File: src/rtl/pipe_stage_reg.sv
// Generic pipeline stage register: ready/valid handshake, optional 2-entry skid buffer,
// synchronous flush, control zeroing for bubbles, saturating stall/bubble counters.
module pipe_stage_reg #(
    parameter int unsigned DATA_W = 128,
    parameter int unsigned CTRL_W = 16,
    parameter int unsigned SKID   = 1,
    parameter int unsigned CNT_W  = 16
) (
    input  logic              clk,
    input  logic              rst,
    input  logic              in_valid,
    output logic              in_ready,
    input  logic [DATA_W-1:0] in_data,
    input  logic [CTRL_W-1:0] in_ctrl,
    output logic              out_valid,
    input  logic              out_ready,
    output logic [DATA_W-1:0] out_data,
    output logic [CTRL_W-1:0] out_ctrl,
    input  logic              flush,
    input  logic              cnt_clr,
    output logic [CNT_W-1:0]  stall_cnt,
    output logic [CNT_W-1:0]  bubble_cnt
);

    localparam logic [CNT_W-1:0] CNT_MAX = {CNT_W{1'b1}};
    localparam logic [CNT_W-1:0] CNT_ONE = CNT_W'(1);

    logic              m_valid_q, m_valid_d;
    logic [DATA_W-1:0] m_data_q,  m_data_d;
    logic [CTRL_W-1:0] m_ctrl_q,  m_ctrl_d;
    logic              s_valid_q, s_valid_d;
    logic [DATA_W-1:0] s_data_q,  s_data_d;
    logic [CTRL_W-1:0] s_ctrl_q,  s_ctrl_d;
    logic [CNT_W-1:0]  stall_cnt_q,  stall_cnt_d;
    logic [CNT_W-1:0]  bubble_cnt_q, bubble_cnt_d;

    logic in_fire;
    logic out_fire;

    // With a skid entry, in_ready depends only on stored state; otherwise it looks through to out_ready
    assign in_ready  = (SKID != 0) ? !s_valid_q : (out_ready || !m_valid_q);
    assign in_fire   = in_valid && in_ready;
    assign out_fire  = m_valid_q && out_ready;

    assign out_valid  = m_valid_q;
    assign out_data   = m_data_q;
    assign out_ctrl   = m_valid_q ? m_ctrl_q : '0;
    assign stall_cnt  = stall_cnt_q;
    assign bubble_cnt = bubble_cnt_q;

    // Entry update: M refills from S first, then from the input; S only catches beats while M is held
    always_comb begin
        m_valid_d = m_valid_q;
        m_data_d  = m_data_q;
        m_ctrl_d  = m_ctrl_q;
        s_valid_d = s_valid_q;
        s_data_d  = s_data_q;
        s_ctrl_d  = s_ctrl_q;

        if (flush) begin
            m_valid_d = 1'b0;
            m_ctrl_d  = '0;
            s_valid_d = 1'b0;
            s_ctrl_d  = '0;
        end else if (out_fire || !m_valid_q) begin
            if (s_valid_q) begin
                m_valid_d = 1'b1;
                m_data_d  = s_data_q;
                m_ctrl_d  = s_ctrl_q;
                if (in_fire) begin
                    s_data_d = in_data;
                    s_ctrl_d = in_ctrl;
                end else begin
                    s_valid_d = 1'b0;
                    s_ctrl_d  = '0;
                end
            end else if (in_fire) begin
                m_valid_d = 1'b1;
                m_data_d  = in_data;
                m_ctrl_d  = in_ctrl;
            end else begin
                m_valid_d = 1'b0;
                m_ctrl_d  = '0;
            end
        end else if (in_fire) begin
            s_valid_d = 1'b1;
            s_data_d  = in_data;
            s_ctrl_d  = in_ctrl;
        end

        if (SKID == 0) begin
            s_valid_d = 1'b0;
        end
    end

    // Saturating performance counters; clear wins over increment
    always_comb begin
        stall_cnt_d  = stall_cnt_q;
        bubble_cnt_d = bubble_cnt_q;
        if (cnt_clr) begin
            stall_cnt_d  = '0;
            bubble_cnt_d = '0;
        end else begin
            if (m_valid_q && !out_ready && (stall_cnt_q != CNT_MAX)) begin
                stall_cnt_d = stall_cnt_q + CNT_ONE;
            end
            if (out_ready && !m_valid_q && (bubble_cnt_q != CNT_MAX)) begin
                bubble_cnt_d = bubble_cnt_q + CNT_ONE;
            end
        end
    end

    always_ff @(posedge clk or posedge rst) begin
        if (rst) begin
            m_valid_q    <= 1'b0;
            m_data_q     <= '0;
            m_ctrl_q     <= '0;
            s_valid_q    <= 1'b0;
            s_data_q     <= '0;
            s_ctrl_q     <= '0;
            stall_cnt_q  <= '0;
            bubble_cnt_q <= '0;
        end else begin
            m_valid_q    <= m_valid_d;
            m_data_q     <= m_data_d;
            m_ctrl_q     <= m_ctrl_d;
            s_valid_q    <= s_valid_d;
            s_data_q     <= s_data_d;
            s_ctrl_q     <= s_ctrl_d;
            stall_cnt_q  <= stall_cnt_d;
            bubble_cnt_q <= bubble_cnt_d;
        end
    end

endmodule

File: config.mk
export PLATFORM = sky130hd
export DESIGN_NAME = pipe_stage_reg
export DESIGN_NICKNAME = d
export VERILOG_FILES = /design/src/rtl/pipe_stage_reg.sv
export SDC_FILE = /design/constraint.sdc
export NUM_CORES = 1
export LEC_CHECK = 0
export CELL_PAD_IN_SITES_DETAIL_PLACEMENT = 1
export CELL_PAD_IN_SITES_GLOBAL_PLACEMENT = 1
export CORE_MARGIN = 3
export CORE_UTILIZATION = 38
export CTS_CLUSTER_SIZE = 16
export DETAILED_ROUTE_END_ITERATION = 8
export PLACE_DENSITY = 0.87
export SETUP_SLACK_MARGIN = 0.3
export SLEW_MARGIN = 10
export SYNTH_ARGS = -nofsm -noshare
export SYNTH_HDL_FRONTEND = slang
export SYNTH_SLANG_ARGS = --single-unit
File: constraint.sdc
create_clock -name clk -period 15.2 [get_ports clk]
set_input_delay 3.04 -clock clk [delete_from_list [all_inputs] [get_ports clk]]
set_output_delay 3.04 -clock clk [all_outputs]
set_load 0.01 [all_outputs]
# --- After elaboration in Yosys (flattened, before gate mapping) ---
# Index checks and enable logic that the tools add are counted.
word_totals:
  regBits: 322
  inputBits: 150
  out_inout_bits: 178
  wordCells: 59
classes:
  n_addsub: 2
  n_eq_ne: 4
  mux: 26
  bitwise_logic: 1
  reduce_logical: 18
ops:
  columns: ["op", "count"]
  rows:
  - ["$mux W128", 5]
  - ["$mux W16", 13]
  - ["$add A16 B1 Y16 const B", 2]
  - ["$ne A16 B16 Y1 const B", 2]
  - ["$mux W1", 8]
  - ["$reduce_bool A2 Y1", 4]
  - ["$logic_and A1 B1 Y1", 6]
  - ["$reduce_and A2 Y1", 2]
  - ["$logic_not A1 Y1", 3]
  - ["$ne A3 B3 Y1 const B", 1]
  - ["$reduce_and A3 Y1", 1]
  - ["$reduce_bool A3 Y1", 1]
  - ["$ne A2 B2 Y1 const B", 1]
  - ["$logic_or A1 B1 Y1", 1]
  - ["$not A1 Y1", 1]

# --- Longest topological paths before layout ---
logic_depth:
  word_depth: 6
  ltp_mapped: 7
  ltp_nobuf: 5

# --- Worst setup path before layout ---
# No wires, ideal clock.
synth_timing:
  path_type: "input -> register"
  start: "in out_ready"
  end: "reg stall_cnt_q[13] (netlist: stall_cnt[13])"
  setup_time_ns: 0.128
  arrival_time_ns: 4.475
  required_ns: 15.072
  setup_slack_ns: 10.597
  path_stages: 6
  path_buffers: 2
  path_cell_list: "nand2b_1 > buf_6 > or4_1 > clkbuf_1 > nor3_1 > mux2_1"
synth_via:
  elab_chain_cells: 4
synth_rtl:
  columns: ["item", "line", "source"]
  rows:
  - ["start: declaration", "16", "input logic out_ready,"]
  - ["$logic_not A1 Y1", "104", "if (m_valid_q && !out_ready && (stall_cnt_q != CNT_MAX)) begin"]
  - ["$logic_and A1 B1 Y1 (2 in series)", "104", null]
  - ["$reduce_bool A2 Y1 (no source line)", null, null]
  - ["end signal: assignment", "130", "stall_cnt_q <= stall_cnt_d;"]
  - ["end: declaration", "34", "logic [CNT_W-1:0] stall_cnt_q, stall_cnt_d;"]
# Every way passes these cells.
# A chain may end at the register's enable or synchronous reset.

# --- Worst setup path in the final report ---
layout_timing:
  start: "in in_valid"
  end: "reg m_data_q[7] (netlist: out_data[7])"
layout_via:
  elab_chain_cells: 3
layout_rtl:
  columns: ["item", "line", "source"]
  rows:
  - ["start: declaration", "11", "input logic in_valid,"]
  - ["$logic_and A1 B1 Y1", "42", "assign in_fire = in_valid && in_ready;"]
  - ["$reduce_bool A2 Y1 (no source line)", null, null]
  - ["$reduce_and A3 Y1 (no source line)", null, null]
  - ["end signal: assignment", "125", "m_data_q <= m_data_d;"]
  - ["end: declaration", "29", "logic [DATA_W-1:0] m_data_q, m_data_d;"]
# Every way passes these cells.

==> results.py <==
metrics = {
    "worst_hold_path": {
        "whs_path_depth": 2,
        "hp-class": "flip-flop to flip-flop",
    },
    "setup_path": {
        "crit_path_start_kind": "primary input",
        "slowest_stage": "clkdlybuf4s50_1",
        "endpoint_kind": "flip-flop",
        "cp_data_required_time_ns": 15.62,
        "arrival_ns": 6.13,
        "cp_cell_sequence": "clkdlybuf4s50_1, nor2_1, nor3_2, buf_4, buf_4, nor2_1, a21oi_1",
        "max_stage_delay_ns": 0.93,
        "r2r_cells": 7,
        "critPathKind": "primary input to flip-flop",
        "crit_fanout": 106,
    },
    "layout": {
        "multi_input_area_um2": 5520,
        "postLayoutCellArea_um2": 18800,
        "final_layout_size_suffix_gt1_share_pct": 5.16,
        "fillers": 4005,
        "final_cell_mix": "nand2_1 (396), clkdlybuf4s50_1 (327), dfrtp_1 (321)",
        "layout.nets": 1890,
        "ff_latch_area_um2": 8060,
        "mostFrequentLayoutCell": "nand2_1",
        "syn_to_final_growth_pct": 34.6,
    },
    "clocking": {
        "cts_made_buffers": 37,
        "cts_tree": "yes",
        "postCtsHoldBufs": 0,
        "clockRootBuffer": "clkbuf_16",
        "insertion_delay_ns": 0.51,
        "cts_sinks": 322,
        "clockBufferDepth": 3,
        "post-cts-setup-buffers": 0,
        "htreeDepth": 2,
        "clkSlewWorstSetupHoldPaths_ns": 0.06,
        "cts_resized": 0,
    },
    "sta": {
        "clock.fmax_ghz": 0.175,
        "fin_crit_sh_pct": 37.5,
        "hold_viol": 0,
        "maxSlewViolCount": 0,
        "finalSetupTns_ns": 0,
        "fin_ws_ns": 9.50,
        "finalCriticalPeriod_ns": 5.70,
        "tightest_slew_ns": 1.20,
        "max_slew_margin_pct": 19.3,
        "rsz0062_at_grt": "false",
        "fin_skew_ns": 0.0131,
        "setup_viol": 0,
    },
    "pwr": {
        "p_int_mw": 1.72,
        "p_switching_mw": 0.645,
        "p_leak_nw": 8.20,
        "comb_power_share_pct": 17.4,
        "switching_share_pct": 27.2,
        "power_mw": 2.37,
        "irDropWorstVdd_mv": 0.0912,
        "seqPwrFrac_pct": 45.8,
        "powerDensity_nw_per_um2": 126,
        "p_clk_share_pct": 36.8,
    },
    "global_route": {
        "grt_max_degree": 122,
        "grt_use_total_pct": 22.1,
        "grt_pass1_vias": 12900,
        "antenna_found_initial": 2,
        "grt_pass1_wl_um": 70000,
        "grt_overflow": 0,
    },
    "synthesis": {
        "synthCells": 1451,
        "synthTopCellsByArea": "dfrtp_1 (58%), nand2_1 (11%), mux2i_1 (9.3%)",
        "synth_cell_types": 44,
        "ys_warn_count": 0,
        "synth_area_um2": 14000,
        "ys_ff_latch": 322,
        "synth_top_cell_by_area": "dfrtp_1",
        "avgSynthCellArea_um2": 9.62,
        "yosysSeqAreaShare_pct": 57.7,
        "ys.flop_type": "dfrtp_1",
        "syn_nets": 1603,
        "synth-edff-count": 0,
        "synth_top_area_share_pct": 57.7,
        "synth-async-reset-ratio_pct": 100,
    },
    "detailed_routing": {
        "post_drt_wl_per_cell_um": 19.8,
        "drc": 0,
        "dr.pass1.iters": 4,
        "wl_um": 44000,
        "drt_iter0_markers": 510,
        "vias_per_cell": 5.30,
        "vias": 11800,
        "ant_nets": 0,
    },
    "job": {
        "maxCapViolCount": 0,
    },
    "place": {
        "io_buffer_count": 327,
        "hpwl_um": 29300,
        "pre_cts_ws_ns": 9.03,
        "dpl_cell_area_um2": 17600,
        "gp_congestion": 0.797,
    },
    "floorplanning": {
        "io_pins": 328,
        "die_y_um": 198,
        "core-area_um2": 35900,
        "start_util_pct": 38.9,
        "dieWidth_um": 198,
        "rows": 69,
        "dieArea_um2": 39100,
    },
    "run_status": {
        "status": "completed",
    },
}
-- final timing paths --
path	slack [ns]	start	end
worst max register to register	11.94	out_valid$_DFFE_PP0P_	out_data[7]$_DFFE_PP0P_
worst min register to register	0.47	s_data_q[47]$_DFFE_PP0P_	s_data_q[47]$_DFFE_PP0P_
min in group asynchronous	3.13	rst	out_data[100]$_DFFE_PP0P_
worst min-delay path	0.47	s_data_q[47]$_DFFE_PP0P_	s_data_q[47]$_DFFE_PP0P_
max in group asynchronous	9.76	rst	s_data_q[25]$_DFFE_PP0P_
worst max-delay path	9.50	in_valid	out_data[7]$_DFFE_PP0P_
-- metrics by stage --
step	util, %	hold WS, ns	cells
global placement	48.9	0.457	2160
detailed placement	48.9	0.462	2160
floorplan	-	0.445	1451
finish	52.3	0.474	2227
global route	52.3	0.500	2226
CTS	52.3	0.477	2226
-- critical path, delay by kind of cell --
kind	cells	cell delay, ns
buffers and inverters	3	2.18
AO/OA/AOI/OAI	1	0.20
AND/OR/NAND/NOR	3	0.60
-- cell families (layout without fill, tap and decap cells) --
kind of cell	count (synthesis)	in the layout	share of synthesized area, %
other cells	0	1	0
compound gates	211	211	8.88
fa+ha+maj	2	2	0.179
flops	322	322	57.7
buf+inv	102	416	2.92
simple gates	677	677	20.4
mux	137	137	9.90
-- power groups by stage --
stage	combinational (mW)	clock [mW]	sequential (mW)
6_report	0.412	0.873	1.08
5_1_grt	0.457	0.932	1.10
4_1_cts	0.419	0.894	1.08
3_5_place_dp	0.415	0	1.10
3_3_place_gp	0.392	0	1.09
2_1_floorplan	0.167	0	1.10
-- routing by layer --
layer	track usage [%]	part of all wire, %
met5	0	0
met1	27.2	40
met3	6.79	7.7
met2	38.0	50
met4	5.90	2.4
-- flip-flops by register name (all words and copies together), names as in the netlist --
signal and count:
out_valid 1, s_ctrl_q 16, out_data 128, stall_cnt 16, s_valid_q 1, m_ctrl_q 16
bubble_cnt 16, s_data_q 128
-- layout make-up --
class	count	share of cell area, %
clock inverter	13	0.526
sequential	322	42.9
clock buffer	53	5.85
tap	461	3.07
antenna	1	0.0133
multi-input combinational	1027	29.4
inverter	7	0.180
timing repair buffer	343	18.1
-- cells in the mapped netlist (all sizes together), types with 3 or more instances --
cell and instances:
inv 7, a21oi 147, or3 6, nand2 396, a22o 16, o41ai 5, nor2b 7, o31ai 10
nand4 4, nor2 157, and4 4, buf 17, mux2i 129, a211oi 19, nor3 26, and3 19
clkbuf 78, or4 11, o311ai 4, dfrtp 322, mux2 8, nor4 3, nand3 15, o21ai 5
and2 18, nand3b 3
No activity file was read; power rests on OpenSTA's default activity.
